`config.mk`:
```
export PLATFORM = sky130hd
export DESIGN_NAME = fusion_seq
export DESIGN_NICKNAME = d
export VERILOG_FILES = /design/src/rtl/fusion_pkg.sv /design/src/rtl/fusion_unit.sv /design/src/rtl/fusion_seq.sv
export SDC_FILE = /design/constraint.sdc
export NUM_CORES = 1
export LEC_CHECK = 0
export BUFFER_PORTS_ARGS = -buffer_cell sky130_fd_sc_hd__buf_2
export CAP_MARGIN = 15
export CELL_PAD_IN_SITES_DETAIL_PLACEMENT = 0
export CELL_PAD_IN_SITES_GLOBAL_PLACEMENT = 2
export CORE_MARGIN = 2
export CORE_UTILIZATION = 38
export DETAILED_ROUTE_END_ITERATION = 10
export PLACE_DENSITY_LB_ADDON = 0.1
export SLEW_MARGIN = 20
export SYNTH_ARGS = -nofsm -noshare
export SYNTH_HDL_FRONTEND = slang
export SYNTH_SLANG_ARGS = --single-unit
```
`constraint.sdc`:
```
create_clock -name clk -period 4.9 [get_ports clk]
set_input_delay 1.225 -clock clk [delete_from_list [all_inputs] [get_ports clk]]
set_output_delay 1.225 -clock clk [all_outputs]
set_load 0.02 [all_outputs]
```
`src/rtl/fusion_pkg.sv`:
```
// rtl/fusion_pkg.sv - shared constants, state type and operand helper for fusion_seq
// Purpose: product latency, precision codes, sequencer state enum and the
//          operand widening rule used by fusion_unit.
// Ports: none (package).
package fusion_pkg;

  // Cycles from an operand pair entering fusion_unit to its psum_fwd
  localparam int FU_LAT = 2;

  // Precision codes carried on cfg_in_width / cfg_weight_width
  localparam logic [2:0] W4 = 3'b100;
  localparam logic [2:0] W2 = 3'b010;

  typedef enum logic [1:0] {
    IDLE  = 2'd0,
    RUN   = 2'd1,
    DRAIN = 2'd2,
    DONE  = 2'd3
  } state_t;

  // Widen a 4-bit operand field to 6 bits. In 2-bit mode only the low two
  // bits are meaningful; anything other than W2 is treated as 4-bit.
  function automatic logic [5:0] ext_operand(input logic [3:0] v,
                                             input logic [2:0] width,
                                             input logic       sgn);
    logic [5:0] r;
    if (width == W2)
      r = sgn ? {{4{v[1]}}, v[1:0]} : {4'b0000, v[1:0]};
    else
      r = sgn ? {{2{v[3]}}, v} : {2'b00, v};
    return r;
  endfunction

endpackage

```
`src/rtl/fusion_unit.sv`:
```
// rtl/fusion_unit.sv - two-stage precision-configurable multiplier
// Purpose: multiplies one in_data/weight pair per cycle at 4-bit or 2-bit
//          precision, signed or unsigned per operand, result after FU_LAT cycles.
// Ports:
//   clk, rst                  clock, asynchronous active-high reset
//   in_data, weight [3:0]     operand fields
//   in_width, weight_width    precision codes (W4 / W2)
//   s_in, s_weight            per-operand signedness
//   psum_fwd [7:0]            registered product, low 8 bits
module fusion_unit
  import fusion_pkg::*;
(
  input  logic       clk,
  input  logic       rst,
  input  logic [3:0] in_data,
  input  logic [3:0] weight,
  input  logic [2:0] in_width,
  input  logic [2:0] weight_width,
  input  logic       s_in,
  input  logic       s_weight,
  output logic [7:0] psum_fwd
);

  logic [5:0] a_q;
  logic [5:0] b_q;
  logic [7:0] a8;
  logic [7:0] b8;
  logic [7:0] prod;

  // The low 8 bits of a product depend only on the low 8 bits of the
  // sign-extended operands, so an 8x8 multiply is sufficient.
  assign a8   = {{2{a_q[5]}}, a_q};
  assign b8   = {{2{b_q[5]}}, b_q};
  assign prod = a8 * b8;

  always_ff @(posedge clk or posedge rst) begin
    if (rst) begin
      a_q      <= '0;
      b_q      <= '0;
      psum_fwd <= '0;
    end else begin
      a_q      <= ext_operand(in_data, in_width, s_in);
      b_q      <= ext_operand(weight, weight_width, s_weight);
      psum_fwd <= prod;
    end
  end

endmodule

```
`src/rtl/fusion_seq.sv`:
```
// rtl/fusion_seq.sv - job sequencer streaming operand pairs into fusion_unit and accumulating
// Purpose: latches a job configuration on start, accepts cfg_len operand pairs
//          at up to one per cycle, accumulates the products and presents the sum
//          on a valid/ready result port. Optional macro FUSION_SEQ_SAT_EN makes
//          the accumulator saturate and adds res_sat.
// Ports:
//   clk, rst                        clock, asynchronous active-high reset
//   start, cfg_len                  job start pulse and pair count
//   cfg_in_width, cfg_weight_width  precision codes
//   cfg_s_in, cfg_s_weight          signedness flags
//   op_valid/op_ready/op_in/op_weight   operand stream
//   res_valid/res_ready/res_data    result handshake
//   busy                            high outside IDLE
//   res_sat                         clamp occurred (FUSION_SEQ_SAT_EN only)
module fusion_seq
  import fusion_pkg::*;
#(
  parameter int ACC_W = 16,
  parameter int LEN_W = 8
)(
  input  logic             clk,
  input  logic             rst,
  input  logic             start,
  input  logic [LEN_W-1:0] cfg_len,
  input  logic [2:0]       cfg_in_width,
  input  logic [2:0]       cfg_weight_width,
  input  logic             cfg_s_in,
  input  logic             cfg_s_weight,
  input  logic             op_valid,
  output logic             op_ready,
  input  logic [3:0]       op_in,
  input  logic [3:0]       op_weight,
  output logic             res_valid,
  input  logic             res_ready,
  output logic [ACC_W-1:0] res_data,
  output logic             busy
`ifdef FUSION_SEQ_SAT_EN
  ,
  output logic             res_sat
`endif
);

  state_t             state;
  logic [LEN_W-1:0]   len_q;
  logic [LEN_W-1:0]   cnt;
  logic [2:0]         in_w_q;
  logic [2:0]         wt_w_q;
  logic               s_in_q;
  logic               s_wt_q;
  logic [FU_LAT-1:0]  vpipe;
  logic [ACC_W-1:0]   acc;
  logic [ACC_W-1:0]   acc_next;
  logic [ACC_W-1:0]   psum_ext;
  logic [7:0]         psum_fwd;
  logic [3:0]         fu_in;
  logic [3:0]         fu_weight;
  logic               xfer;
  logic               signed_job;

  // op_ready is registered and only ever high in RUN
  assign xfer       = op_valid & op_ready;
  assign fu_in      = xfer ? op_in : 4'd0;
  assign fu_weight  = xfer ? op_weight : 4'd0;
  assign signed_job = s_in_q | s_wt_q;
  assign psum_ext   = signed_job ? {{(ACC_W-8){psum_fwd[7]}}, psum_fwd}
                                 : {{(ACC_W-8){1'b0}}, psum_fwd};

  fusion_unit u_fusion_unit (
    .clk          (clk),
    .rst          (rst),
    .in_data      (fu_in),
    .weight       (fu_weight),
    .in_width     (in_w_q),
    .weight_width (wt_w_q),
    .s_in         (s_in_q),
    .s_weight     (s_wt_q),
    .psum_fwd     (psum_fwd)
  );

`ifdef FUSION_SEQ_SAT_EN
  logic [ACC_W:0] sum_x;
  logic           clamp;
  logic           sat_q;

  // One guard bit detects overflow; signed jobs clamp toward the sign of
  // the overflowed sum, unsigned jobs can only overflow upward.
  always_comb begin
    sum_x    = '0;
    clamp    = 1'b0;
    acc_next = '0;
    if (signed_job) begin
      sum_x = {acc[ACC_W-1], acc} + {psum_ext[ACC_W-1], psum_ext};
      if (sum_x[ACC_W] != sum_x[ACC_W-1]) begin
        clamp    = 1'b1;
        acc_next = sum_x[ACC_W] ? {1'b1, {(ACC_W-1){1'b0}}}
                                : {1'b0, {(ACC_W-1){1'b1}}};
      end else begin
        acc_next = sum_x[ACC_W-1:0];
      end
    end else begin
      sum_x = {1'b0, acc} + {1'b0, psum_ext};
      if (sum_x[ACC_W]) begin
        clamp    = 1'b1;
        acc_next = '1;
      end else begin
        acc_next = sum_x[ACC_W-1:0];
      end
    end
  end
`else
  assign acc_next = acc + psum_ext;
`endif

  always_ff @(posedge clk or posedge rst) begin
    if (rst) begin
      state     <= IDLE;
      op_ready  <= 1'b0;
      res_valid <= 1'b0;
      busy      <= 1'b0;
      res_data  <= '0;
      acc       <= '0;
      cnt       <= '0;
      vpipe     <= '0;
      len_q     <= '0;
      in_w_q    <= '0;
      wt_w_q    <= '0;
      s_in_q    <= 1'b0;
      s_wt_q    <= 1'b0;
`ifdef FUSION_SEQ_SAT_EN
      sat_q     <= 1'b0;
      res_sat   <= 1'b0;
`endif
    end else begin
      // vpipe[FU_LAT-1] marks that psum_fwd carries a real product this cycle
      vpipe <= {vpipe[FU_LAT-2:0], xfer};
      if (vpipe[FU_LAT-1]) begin
        acc <= acc_next;
`ifdef FUSION_SEQ_SAT_EN
        sat_q <= sat_q | clamp;
`endif
      end

      case (state)
        IDLE: begin
          if (start) begin
            len_q  <= cfg_len;
            in_w_q <= cfg_in_width;
            wt_w_q <= cfg_weight_width;
            s_in_q <= cfg_s_in;
            s_wt_q <= cfg_s_weight;
            acc    <= '0;
            cnt    <= '0;
            busy   <= 1'b1;
`ifdef FUSION_SEQ_SAT_EN
            sat_q  <= 1'b0;
`endif
            if (cfg_len == '0) begin
              state     <= DONE;
              res_valid <= 1'b1;
              res_data  <= '0;
`ifdef FUSION_SEQ_SAT_EN
              res_sat   <= 1'b0;
`endif
            end else begin
              state    <= RUN;
              op_ready <= 1'b1;
            end
          end
        end

        RUN: begin
          if (xfer) begin
            cnt <= cnt + LEN_W'(1);
            if ((cnt + LEN_W'(1)) == len_q) begin
              state    <= DRAIN;
              op_ready <= 1'b0;
            end
          end
        end

        DRAIN: begin
          // Empty pipe means the last product was added on the previous edge
          if (vpipe == '0) begin
            state     <= DONE;
            res_valid <= 1'b1;
            res_data  <= acc;
`ifdef FUSION_SEQ_SAT_EN
            res_sat   <= sat_q;
`endif
          end
        end

        DONE: begin
          if (res_ready) begin
            state     <= IDLE;
            res_valid <= 1'b0;
            busy      <= 1'b0;
          end
        end

        default: state <= IDLE;
      endcase
    end
  end

endmodule

```
* Yosys cells after proc, flatten, opt, wreduce, memory -nomap -nowiden *
Cells that the tools add are included.
W data, S select, Z words.

cells by class
  add/sub/neg operators = 2
  multiply operators = 1
  eq/ne operators = 13
  multiplexer cells = 38
  bitwise logic cells = 2
  reductions and logical operators = 14

operator list
  operator               number
  $mux W16               7
  $mux W6                6
  $pmux W16 S2           1
  $add A16 B16 Y16       1
  $mux W8                2
  $pmux W8 S2            1
  $reduce_and A5 Y1      3
  $ne A2 B2 Y1 const B   7
  $mux W2                6
  $mux W1                9
  $add A8 B1 Y8 const B  1
  $eq A8 B8 Y1           1
  $logic_not A8 Y1       1
  $mul A6 B6 Y8          1
  $mux W4                2
  $pmux W2 S4            1
  $eq A3 B2 Y1 const B   2
  $reduce_and A3 Y1      2
  $reduce_bool A2 Y1     3
  $eq A2 B2 Y1 const B   2
  $logic_not A2 Y1       2
  $pmux W1 S2            2
  $reduce_and A4 Y1      1
  $pmux W1 S3            1
  5 further kinds        5

word-level totals
  register bits after elaboration = 83
  output and inout port bits = 19
  logic and storage cells = 86

* Longest topological paths before layout *
Gate-level depths: netlist (run 1).

  depth after elaboration = 6
  depth in mapped cells = 12
  depth with buffers taken out = 12

* Modules after synthesis *
A second synthesis (run 1) with hierarchy kept.

unflattened totals
  cell total of the unflattened synthesis = 494
  area total of the unflattened synthesis = 4917.2 um^2

by module, submodules not included
  module       instances  cells each  area each (um^2)
  fusion_seq   1          384         3658.5
  fusion_unit  1          110         1258.7

* Least setup slack after synthesis (run 1) *
OpenSTA, ideal clock, no wires.

  kind = flip-flop to flip-flop
  from = register u_fusion_unit.a_q[0]
  to = register u_fusion_unit.psum_fwd[7]
  library setup time = 0.125 ns
  data arrival time = 3.471 ns
  slack = 1.304 ns
  cell stages (with the launch flop) = 12
  path buffers = 0
  cells stage by stage = dfrtp_1 -> nand2b_1 -> fa_1 -> fa_1 -> inv_1 -> fa_1 -> fa_1 -> ha_1 -> a21o_1 -> a21oi_1 -> xnor2_1 -> xnor2_1

on the way
  cells in the longest elaborated chain, start to end = 1

RTL lines
  element                    RTL line           RTL
  from (decl)                fusion_unit.sv:24  logic [5:0] a_q;
  from (signal assigned)     fusion_unit.sv:42  a_q <= ext_operand(in_data, in_width, s_in);
  $mul A6 B6 Y8              fusion_unit.sv:34  assign prod = a8 * b8;
  net u_fusion_unit.prod[7]  fusion_unit.sv:28  logic [7:0] prod;
  to (signal assigned)       fusion_unit.sv:44  psum_fwd <= prod;
  to (decl)                  fusion_unit.sv:21  output logic [7:0] psum_fwd

The timed path passes the listed nets, and every way through them passes these cells.
A chain may end at the register's enable or synchronous reset.

* Final worst setup path (run 1) *
Same ends and word-level chain as after synthesis.

==> summary.txt, run 1 <==
placed cells: 696
Final Instance Area: 5480 um2
Setup CP Type: flip-flop to flip-flop
Die H: 116 um
IO Port Bufs: 47
EDFF count, synth: 0
Req. time, crit path: 5.17 ns
number of global-route vias before repair: 3596
Post-Layout Cell Count: 711
syn nets: 566
pin count of the biggest net entering global routing: 52
predominant post-synthesis flop cell: dfrtp_1
Yosys cell types: 47
# resized after CTS: 0
RSZ-0062 raised after global routing: no
ranking of synthesized cells by area: dfrtp_1 42%, ha_1 8.4%, nand2_1 7.2%
Post-Syn Area per Cell: 9.75 um2
Cell Area, Synth: 4780 um2
Hold/Removal Path Class: flip-flop to flip-flop
core box area: 12200 um2
clock network fraction of total power: 48.4%
final count of hold timing violations: 0
htree depth: 3
CTS tree: built
Clock Latency Late Sink: 0.34 ns
Area after DPL: 5200 um2
status: completed
DP HPWL: 7.70 mm
Max Buffers Root-to-Sink: 2
most common cell after layout, fill and taps aside: nand2_1
routability cong.: 0.796
nets: 615
initial core utilization: 39.3%
row count: 40
first-pass GRT wire length: 18.1 mm
switching fraction of total power: 20.9%
gr ovfl total: 0
PD cells: 247 nW/um2
post-synthesis instance total: 490
top cell type's share of synthesized area: 42.4%
fin crit share: 75.8%
ys async rst share: 100%
worst vdd ir: 0.177 mV
Iter 0 DRT Violations: 154
Crit Path Max Fanout: 6
die area: 13500 um2
Slew @ Worst Pin: 0.993 ns
post-CTS repair timing setup buffer count: 0
via/cell ratio: 5.02
DRT Pass-1 Iters: 4
relative slew slack: 33.6%
initial antenna violation count: 0
CTS Hold Bufs: 0
CTS buffer count: 9
register area share after synthesis: 42.4%
Clk pin slew, worst setup/hold paths: 0.06 ns
layout cell share with drive strength beyond 1: 12.9%
clk sink count: 81
setup violators final: 0
Data arrival, critical path: 3.98 ns
setup TNS: 0 ns
post-route ant nets: 0
fmax: 269 MHz
# DRC: 0
# IOs: 48
drt wl/cell: 14.9 um
NetSw: 283 uW
Die X: 116 um
flops & latches, synth: 81
warning count from the yosys run: 0
Comb pwr share: 2.1%
GRT Util Overall: 17.6%
Int Power: 1070 uW
Ant. Diodes: 0
Crit. End Element: flip-flop
MaxCap Viol Count: 0
Leakage Power: 0.00274 uW
skew final: 0.00438 ns
Slew Viols, Final: 0
root buffer cell: clkbuf_16
most frequent cells in the layout: 92 x nand2_1, 80 x dfrtp_1, 47 x buf_2, 32 x ha_1, 27 x o21ai_0
crit start category: flip-flop
Final Power: 1350 uW
fillcell total: 1201
WL final: 10.6 mm
layout overhead on the synthesized area: 14.7%
Period minus WS final: 3.71 ns
DR vias: 3568
biggest area consumer among synthesized cells: dfrtp_1
Reg power frac: 49.5%
[cell usage after synthesis (all sizes together), types with 6 or more instances]
cell,count
nand2b,10
nand2,92
a21oi,25
inv,25
ha,32
a22o,17
and2,17
and3,10
o21ai,27
xnor2,23
fa,15
clkbuf,10
a21o,6
nand3,10
mux2i,10
dfrtp,81
nor2,25
o31ai,6
[routing by layer]
layer | track usage, % | wire, um
met5 | 0 | 0
met4 | 4.52 | 107
met3 | 5.14 | 445
met2 | 29.1 | 5030
met1 | 22.7 | 5020
[power groups by stage]
stage	logic (uW)	registers, uW	clock network [uW]
after floorplan	11.4	681	0
after global placement	30.3	681	0
after CTS	30.4	669	682
after global routing	34.0	668	714
after detailed placement	30.2	681	0
final	28.7	669	655
[registers in the layout (all words and copies together) (netlist names)]
signal	count
len_q	8
u_fusion_unit.b_q	5
busy	1
in_w_q	3
vpipe	2
res_valid	1
wt_w_q	3
u_fusion_unit.psum_fwd	8
op_ready	1
u_fusion_unit.a_q	5
cnt	8
state	2
res_data	16
s_in_q	1
acc	16
s_wt_q	1
[stage by stage]
| stage | hold slack [ns] | setup WS [ns] | utilization, % |
|---|---|---|---|
| after global routing | 0.448 | 1.01 | 45.1 |
| final | 0.422 | 1.19 | 45.1 |
| after floorplan | 0.388 | 1.30 | - |
| after CTS | 0.418 | 1.17 | 45.0 |
| after global placement | 0.402 | 1.23 | 42.7 |
| after detailed placement | 0.410 | 1.17 | 42.7 |
[worst max-delay path: stages (launching register included)]
cell and delay [ns]:
dfrtp_1 0.42, nand2b_1 0.19, fa_1 0.52, fa_1 0.54, inv_1 0.05, fa_1 0.55
fa_1 0.44, ha_1 0.30, a21o_1 0.17, a21oi_1 0.17, xnor2_1 0.15, xnor2_1 0.13
[cell families after synthesis]
group	count (synthesis)	synth area share [%]
AO/OA/AOI/OAI	103	14.4
XOR/XNOR	27	4.95
adder cells (fa/ha/maj)	47	14.7
buffers and inverters	36	2.83
flip-flops	81	42.4
multiplexers	12	2.57
AND/OR/NAND/NOR	184	18.1
[final cells by class]
class | instances | area [um2] | area share [%]
Multi-Input combinational cell | 373 | 2620 | 47.8
Sequential cell | 81 | 2030 | 37.0
Timing Repair Buffer | 49 | 250 | 4.57
Clock buffer | 12 | 236 | 4.32
Tap cell | 168 | 210 | 3.84
Inverter | 25 | 95.1 | 1.74
Clock inverter | 3 | 42.5 | 0.776
[worst paths after layout]
path | from | endpoint | slack (ns) | depth (start not counted)
worst max-delay path | u_fusion_unit.a_q[0] | u_fusion_unit.psum_fwd[7] | 1.19 | 11
worst min-delay path | vpipe[0] | vpipe[1] | 0.42 | 0
worst max register to register | u_fusion_unit.a_q[0] | u_fusion_unit.psum_fwd[7] | 1.19 | 11
worst min register to register | vpipe[0] | vpipe[1] | 0.42 | 0
max in group asynchronous | rst | vpipe[1] | 2.91 | 3
min in group asynchronous | rst | cnt[2] | 1.04 | 2
Power figures use the tool's default switching activity.
==> inputs of run 2 (changes only) <==
--- a/config.mk
+++ b/config.mk
@@ -5,12 +5,13 @@
 export SDC_FILE = /design/constraint.sdc
 export NUM_CORES = 1
 export LEC_CHECK = 0
+export ABC_AREA = 1
 export BUFFER_PORTS_ARGS = -buffer_cell sky130_fd_sc_hd__buf_2
 export CAP_MARGIN = 15
 export CELL_PAD_IN_SITES_DETAIL_PLACEMENT = 0
 export CELL_PAD_IN_SITES_GLOBAL_PLACEMENT = 2
 export CORE_MARGIN = 2
-export CORE_UTILIZATION = 38
+export CORE_UTILIZATION = 32
 export DETAILED_ROUTE_END_ITERATION = 10
 export PLACE_DENSITY_LB_ADDON = 0.1
 export SLEW_MARGIN = 20
==> constraint.sdc (replaced) <==
create_clock -name clk -period 3.34 [get_ports clk]
set_input_delay 0.835 -clock clk [delete_from_list [all_inputs] [get_ports clk]]
set_output_delay 0.835 -clock clk [all_outputs]
set_load 0.02 [all_outputs]
==> run 2 against run 1 <==
Effect of this change:
- the flow now finishes with violations (negative setup slack)
- first-iteration DRC count is 38% lower
- synthesized area is 4.3% higher
- critical path depth is 1 higher
- combinational power grew to 73 times the previous value
- utilization is 6.7 points lower
- critical path type unchanged
- critical endpoint unchanged
==> summary.txt, run 2 <==
top cell type's share of synthesized area: 40.7% (was 42.4%)
Ant. Diodes: 0 (unchanged)
CTS tree: built (unchanged)
initial core utilization: 32.8% (was 39.3%)
drt wl/cell: 13.5 um (was 14.9 um)
htree depth: 3 (unchanged)
status: finished with violations (was completed)
layout cell share with drive strength beyond 1: 14.0% (was 12.9%)
clk sink count: 81 (unchanged)
Clock Latency Late Sink: 0.35 ns (was 0.34 ns)
failing checks: negative setup slack
Crit. End Element: flip-flop (unchanged)
Max Buffers Root-to-Sink: 2 (unchanged)
# IOs: 48 (unchanged)
WL final: 11.9 mm (was 10.6 mm)
syn nets: 702 (was 566)
DP HPWL: 9.22 mm (was 7.70 mm)
Slew @ Worst Pin: 0.776 ns (was 0.993 ns)
Period minus WS final: 3.44 ns (was 3.71 ns)
setup violators final: 2 (was 0)
CTS Hold Bufs: 0 (unchanged)
via/cell ratio: 4.63 (was 5.02)
PD cells: 805 nW/um2 (was 247 nW/um2)
core box area: 15200 um2 (was 12200 um2)
nets: 762 (was 615)
gr ovfl total: 0 (unchanged)
post-synthesis instance total: 626 (was 490)
crit start category: flip-flop (unchanged)
first-pass GRT wire length: 20.6 mm (was 18.1 mm)
layout overhead on the synthesized area: 17.0% (was 14.7%)
# DRC: 0 (unchanged)
commonest cells in the netlist: 147 x nand2_1, 117 x inv_1, 81 x dfrtp_1 (was 92 x nand2_1, 81 x dfrtp_1, 32 x ha_1)
ys async rst share: 100% (unchanged)
Setup WS post-layout: -0.0973 ns (was 1.19 ns)
register area share after synthesis: 40.7% (was 42.4%)
Die X: 129 um (was 116 um)
Cell Area, Synth: 4980 um2 (was 4780 um2)
most frequent cells in the layout: 147 x nand2_1, 114 x inv_1, 81 x dfrtp_1, 47 x buf_2, 45 x o21ai_0 (was 92 x nand2_1, 80 x dfrtp_1, 47 x buf_2, 32 x ha_1, 27 x o21ai_0)
GRT Util Overall: 15.8% (was 17.6%)
pin count of the biggest net entering global routing: 43 (was 52)
most common cell in the netlist: nand2_1 (unchanged)
warning count from the yosys run: 0 (unchanged)
setup TNS: -0.167 ns (was 0 ns)
placed cells: 862 (was 696)
Hold/Removal Path Class: flip-flop to flip-flop (unchanged)
Req. time, crit path: 3.60 ns (was 5.17 ns)
DRT Pass-1 Iters: 4 (unchanged)
biggest area consumer among synthesized cells: dfrtp_1 (unchanged)
most common cell after layout, fill and taps aside: nand2_1 (unchanged)
Data arrival, critical path: 3.70 ns (was 3.98 ns)
flops & latches, synth: 81 (unchanged)
skew final: 0.00758 ns (was 0.00438 ns)
Clk pin slew, worst setup/hold paths: 0.06 ns (about the same)
fmax: 291 MHz (was 269 MHz)
IO Port Bufs: 47 (unchanged)
RSZ-0062 raised after global routing: yes (was no)
fin crit share: 103% (was 75.8%)
CTS buffer count: 9 (unchanged)
MaxCap Viol Count: 0 (unchanged)
post-route ant nets: 0 (unchanged)
Setup CP Type: flip-flop to flip-flop (unchanged)
predominant post-synthesis flop cell: dfrtp_1 (unchanged)
DR vias: 4073 (was 3568)
root buffer cell: clkbuf_16 (unchanged)
worst vdd ir: 0.270 mV (was 0.177 mV)
Iter 0 DRT Violations: 96 (was 154)
Post-Syn Area per Cell: 7.96 um2 (was 9.75 um2)
final count of hold timing violations: 0 (unchanged)
EDFF count, synth: 0 (unchanged)
biggest regs: acc x16, res_data x16 (unchanged)
routability cong.: 0.761 (was 0.796)
Die H: 129 um (was 116 um)
Post-Layout Cell Count: 879 (was 711)
initial antenna violation count: 0 (unchanged)
Crit Path Max Fanout: 3 (was 6)
number of global-route vias before repair: 4221 (was 3596)
Slew Viols, Final: 0 (unchanged)
row count: 45 (was 40)
ranking of synthesized cells by area: dfrtp_1 41%, nand2_1 11%, inv_1 8.8% (was dfrtp_1 42%, ha_1 8.4%, nand2_1 7.2%)
relative slew slack: 48.3% (was 33.6%)
Yosys cell types: 30 (was 47)
Leakage Power: 0.00312 uW (was 0.00274 uW)
die area: 16600 um2 (was 13500 um2)
## run 2: critical path, stage by stage, from the launching register on
cell and delay [ns]:
dfrtp_1 0.36, inv_2 0.05, or2_4 0.22, fa_1 0.47, fa_1 0.52, inv_1 0.05, fa_1 0.50, fa_1 0.43
ha_1 0.20, a21oi_1 0.14, nand2_1 0.08, xnor2_1 0.16, xor2_1 0.19
## run 2: path summary, 6_finish.rpt
| check | start | to | slack (ns) | cells past startpoint |
|---|---|---|---|---|
| worst max-delay path | u_fusion_unit.b_q[4] | u_fusion_unit.psum_fwd[7] | -0.1 | 12 |
| worst min-delay path | vpipe[0] | vpipe[1] | 0.37 | 0 |
| worst max register to register | u_fusion_unit.b_q[4] | u_fusion_unit.psum_fwd[7] | -0.1 | 12 |
| worst min register to register | vpipe[0] | vpipe[1] | 0.37 | 0 |
| max in group asynchronous | rst | res_valid | 1.95 | 3 |
| min in group asynchronous | rst | res_data[10] | 0.59 | 2 |
## run 2: cell type report
type	count	area (um2)
Sequential cell	81	2030
Inverter	118	444
Tap cell	188	235
Multi-Input combinational cell	415	2490
Timing Repair Buffer	61	340
Clock buffer	9	225
Fill cell	1639	9370
Clock inverter	7	71.3
## run 2: kinds of logic after synthesis
logic type / synth area share, %
buffers and inverters: 9.99
AND/OR/NAND/NOR: 22.0
adder cells (fa/ha/maj): 14.1
AO/OA/AOI/OAI: 10.8
XOR/XNOR: 2.46
flip-flops: 40.7
## run 2: power by group
| part | total [uW] | internal, uW | switching (uW) |
|---|---|---|---|
| clock | 1000 | 579 | 423 |
| sequential | 1610 | 1340 | 270 |
| combinational | 2090 | 793 | 1300 |
| total | 4700 | 2710 | 1990 |
## run 2: repair_timing
item / CTS / global route
endpoints found under the hold margin: 0 / 0
setup endpoints to repair: 1 / 3
resized for setup: 0 / 3
pin swaps: 1 / 1
gates cloned: 0 / 0
buffers inserted: 0 / 1
## run 2: per-stage QoR
stage | hold slack [ns] | area (um2) | power [uW] | utilization, % | setup slack, ns
global placement | 0.355 | 5530 | 3710 | 36.4 | -0.0121
finish | 0.367 | 5830 | 4700 | 38.4 | -0.0973
global route | 0.381 | 5830 | 5160 | 38.4 | -0.247
floorplan | 0.349 | 5010 | 3110 | - | -0.0441
detailed placement | 0.356 | 5530 | 3730 | 36.4 | -0.153
CTS | 0.370 | 5820 | 4760 | 38.3 | -0.136
## run 2: per-layer routing
| metal | vias to the layer above | share of wire, % | global-route usage (%) | wire length [um] |
|---|---|---|---|---|
| met4 | 0 | 1.5 | 5.56 | 173 |
| met1 | 1919 | 48 | 20.5 | 5660 |
| met5 | - | 0 | 0 | 0 |
| met2 | 41 | 49 | 26.9 | 5780 |
| met3 | 13 | 2.1 | 2.58 | 252 |
| li1 | 2100 | - | - | - |
==> inputs of run 3 (changes only) <==
--- a/config.mk
+++ b/config.mk
@@ -11,7 +11,7 @@
 export CELL_PAD_IN_SITES_DETAIL_PLACEMENT = 0
 export CELL_PAD_IN_SITES_GLOBAL_PLACEMENT = 2
 export CORE_MARGIN = 2
-export CORE_UTILIZATION = 32
+export CORE_UTILIZATION = 36
 export DETAILED_ROUTE_END_ITERATION = 10
 export PLACE_DENSITY_LB_ADDON = 0.1
 export SLEW_MARGIN = 20
==> constraint.sdc (replaced) <==
create_clock -name clk -period 3.2 [get_ports clk]
set_input_delay 0.8 -clock clk [delete_from_list [all_inputs] [get_ports clk]]
set_output_delay 0.8 -clock clk [all_outputs]
set_load 0.02 [all_outputs]
==> run 3 against run 2 <==
Effect of this change:
- the flow still finishes with violations (negative setup slack)
- cell area barely moved
- largest cell class unchanged
- sequential share of layout area barely moved
- flip-flop and latch count did not move
- register-to-register slack got worse by 0.14 ns
- routed wire length fell by 2.3%
- sequential power rose by 4%
- non-clock buffer count rose by 3
- combinational power rose by 6%
- clock skew rose by 0.0017 ns
- total power rose by 2.8%
- via count fell by 1.1%
- die area fell by 11%
==> summary.txt, run 3 (same netlist as run 2, synthesis figures left out) <==
WHS Endpoint: vpipe[1] (unchanged)
critical path's top delay family: adder cells (unchanged)
CP most frequent cell: fa_1 (unchanged)
Die X: 122 um (was 129 um)
RSZ-0062 raised after global routing: yes (unchanged)
Worst Setup SP: u_fusion_unit.a_q[0] (was u_fusion_unit.b_q[4])
Worst R2R Path Depth: 10 (was 12)
# DRC: 0 (unchanged)
die area: 14800 um2 (was 16600 um2)
Slew @ Worst Pin: 0.780 ns (was 0.776 ns)
Period minus WS final: 3.43 ns (was 3.44 ns)
initial core utilization: 37.2% (was 32.8%)
row count: 42 (was 45)
failing checks: negative setup slack (unchanged)
setup TNS: -0.606 ns (was -0.167 ns)
root buffer cell: clkbuf_16 (unchanged)
Max Buffers Root-to-Sink: 2 (unchanged)
Clk pin slew, worst setup/hold paths: 0.06 ns (about the same)
htree depth: 3 (unchanged)
worst r2r src: u_fusion_unit.a_q[0] (was u_fusion_unit.b_q[4])
biggest regs: acc x16, res_data x16 (unchanged)
MaxCap Viol Count: 0 (unchanged)
Setup WS post-layout: -0.234 ns (was -0.0973 ns)
CTS tree: built (unchanged)
DRT Pass-1 Iters: 4 (unchanged)
GRT Util Overall: 17.1% (was 15.8%)
final count of hold timing violations: 0 (unchanged)
gr ovfl total: 0 (unchanged)
Crit Path Max Fanout: 2 (was 3)
Data arrival, critical path: 3.68 ns (was 3.70 ns)
Worst Hold Path Cells: 0 (unchanged)
hold path start: vpipe[0] (unchanged)
fmax: 291 MHz (about the same)
layout overhead on the synthesized area: 16.9% (was 17.0%)
fin crit share: 107% (was 103%)
routability cong.: 0.855 (was 0.761)
CTS buffer count: 9 (unchanged)
worst vdd ir: 0.256 mV (was 0.270 mV)
Hold/Removal Path Class: flip-flop to flip-flop (unchanged)
number of global-route vias before repair: 4039 (was 4221)
Ant. Diodes: 0 (unchanged)
Leakage Power: 0.00312 uW (about the same)
DR vias: 4030 (was 4073)
via/cell ratio: 4.63 (about the same)
drt wl/cell: 13.3 um (was 13.5 um)
fillcell total: 1369 (was 1639)
relative slew slack: 48.0% (was 48.3%)
WL final: 11.6 mm (was 11.9 mm)
status: finished with violations (unchanged)
most common cell after layout, fill and taps aside: nand2_1 (unchanged)
placed cells: 853 (was 862)
Crit. End Element: flip-flop (unchanged)
clk sink count: 81 (unchanged)
post-route ant nets: 0 (unchanged)
Setup CP Type: flip-flop to flip-flop (unchanged)
Util after Layout: 43.5% (was 38.4%)
Slew Viols, Final: 0 (unchanged)
Req. time, crit path: 3.44 ns (was 3.60 ns)
nets: 765 (was 762)
reg-to-reg slack, setup: -0.23 ns (was -0.1 ns)
skew final: 0.00931 ns (was 0.00758 ns)
# IOs: 48 (unchanged)
Clock Latency Late Sink: 0.34 ns (was 0.35 ns)
first-pass GRT wire length: 19.7 mm (was 20.6 mm)
Iter 0 DRT Violations: 169 (was 96)
DP HPWL: 8.66 mm (was 9.22 mm)
core box area: 13400 um2 (was 15200 um2)
IO Port Bufs: 47 (unchanged)
Post-Layout Cell Count: 870 (was 879)
most frequent cells in the layout: 147 x nand2_1, 114 x inv_1, 81 x dfrtp_1, 47 x buf_2, 45 x o21ai_0 (unchanged)
layout cell share with drive strength beyond 1: 14.4% (was 14.0%)
highest cell delay on the worst timing path: 0.54 ns (was 0.52 ns)
CTS Hold Bufs: 0 (unchanged)
crit start category: flip-flop (unchanged)
crit-path cells: or2_4, fa_1, fa_1, inv_1, fa_1, fa_1, buf_4, inv_2, fa_2, inv_1 (was inv_2, or2_4, fa_1, fa_1, inv_1, fa_1, fa_1, ha_1, a21oi_1, nand2_1, xnor2_1, xor2_1)
initial antenna violation count: 0 (unchanged)
slowest cell on the critical path: fa_2 (was fa_1)
PD cells: 828 nW/um2 (was 805 nW/um2)
Die H: 122 um (was 129 um)
WP buf/inv: 4 (was 2)
r2r endpoint: u_fusion_unit.psum_fwd[5] (was u_fusion_unit.psum_fwd[7])
pin count of the biggest net entering global routing: 82 (was 43)
setup violators final: 3 (was 2)
==> run 3: changes by cell type in the layout (fill, tap and decap cells not counted), sizes merged <==
| cell | delta |
|---|---|
| buf | +3 |
| clkinv | -2 |
| clkinvlp | +2 |
| bufinv | -1 |
| clkbuf | +1 |
==> run 3: where the power goes <==
| group | switching, uW | total, uW | internal, uW | leakage [uW] |
|---|---|---|---|---|
| Combinational | 1370 | 2210 | 843 | 0.00195 |
| Clock | 428 | 949 | 520 | 0.000128 |
| Sequential | 274 | 1670 | 1400 | 0.00104 |
==> run 3: how the worst max path moves through the flow <==
stage | to | slack (ns) | depth (start not counted)
finish | u_fusion_unit.psum_fwd[5] | -0.23 | 10
global placement | u_fusion_unit.psum_fwd[7] | -0.16 | 12
detailed placement | u_fusion_unit.psum_fwd[7] | -0.21 | 12
CTS | u_fusion_unit.psum_fwd[7] | -0.20 | 11
floorplan | u_fusion_unit.psum_fwd[7] | -0.18 | 12
global route | u_fusion_unit.psum_fwd[7] | -0.37 | 12
==> run 3: metal layers <==
metal,global-route usage [%],routed length [um],part of all wire (%),up-vias
met3,3.14,385,3.3,17
met5,0,0,0,-
met2,28.7,5460,47,63
met4,6.68,229,2.0,0
met1,22.0,5520,48,1840
li1,-,-,-,2110
==> run 3: cell type report <==
type / instances / area [um2] / area share (%)
timing repair buffer: 64 / 375 / 6.44
clock inverter: 6 / 35.0 / 0.601
clock buffer: 10 / 229 / 3.93
sequential: 81 / 2030 / 34.8
tap: 176 / 220 / 3.78
inverter: 118 / 444 / 7.62
multi-input combinational: 415 / 2500 / 42.9
==> run 3: per-stage QoR <==
step | hold WS [ns] | area [um2] | power (uW) | setup WS [ns]
2_1_floorplan | 0.349 | 5010 | 3250 | -0.184
3_3_place_gp | 0.379 | 5550 | 3880 | -0.155
3_5_place_dp | 0.376 | 5550 | 3900 | -0.207
4_1_cts | 0.389 | 5810 | 4890 | -0.198
5_1_grt | 0.408 | 5830 | 5300 | -0.366
6_report | 0.388 | 5830 | 4830 | -0.234
==> run 3: timing repair <==
item,4_1_cts,5_1_grt
buffers inserted,0,1
pin swaps,1,1
setup endpoints to repair,3,3
resized for setup,2,2
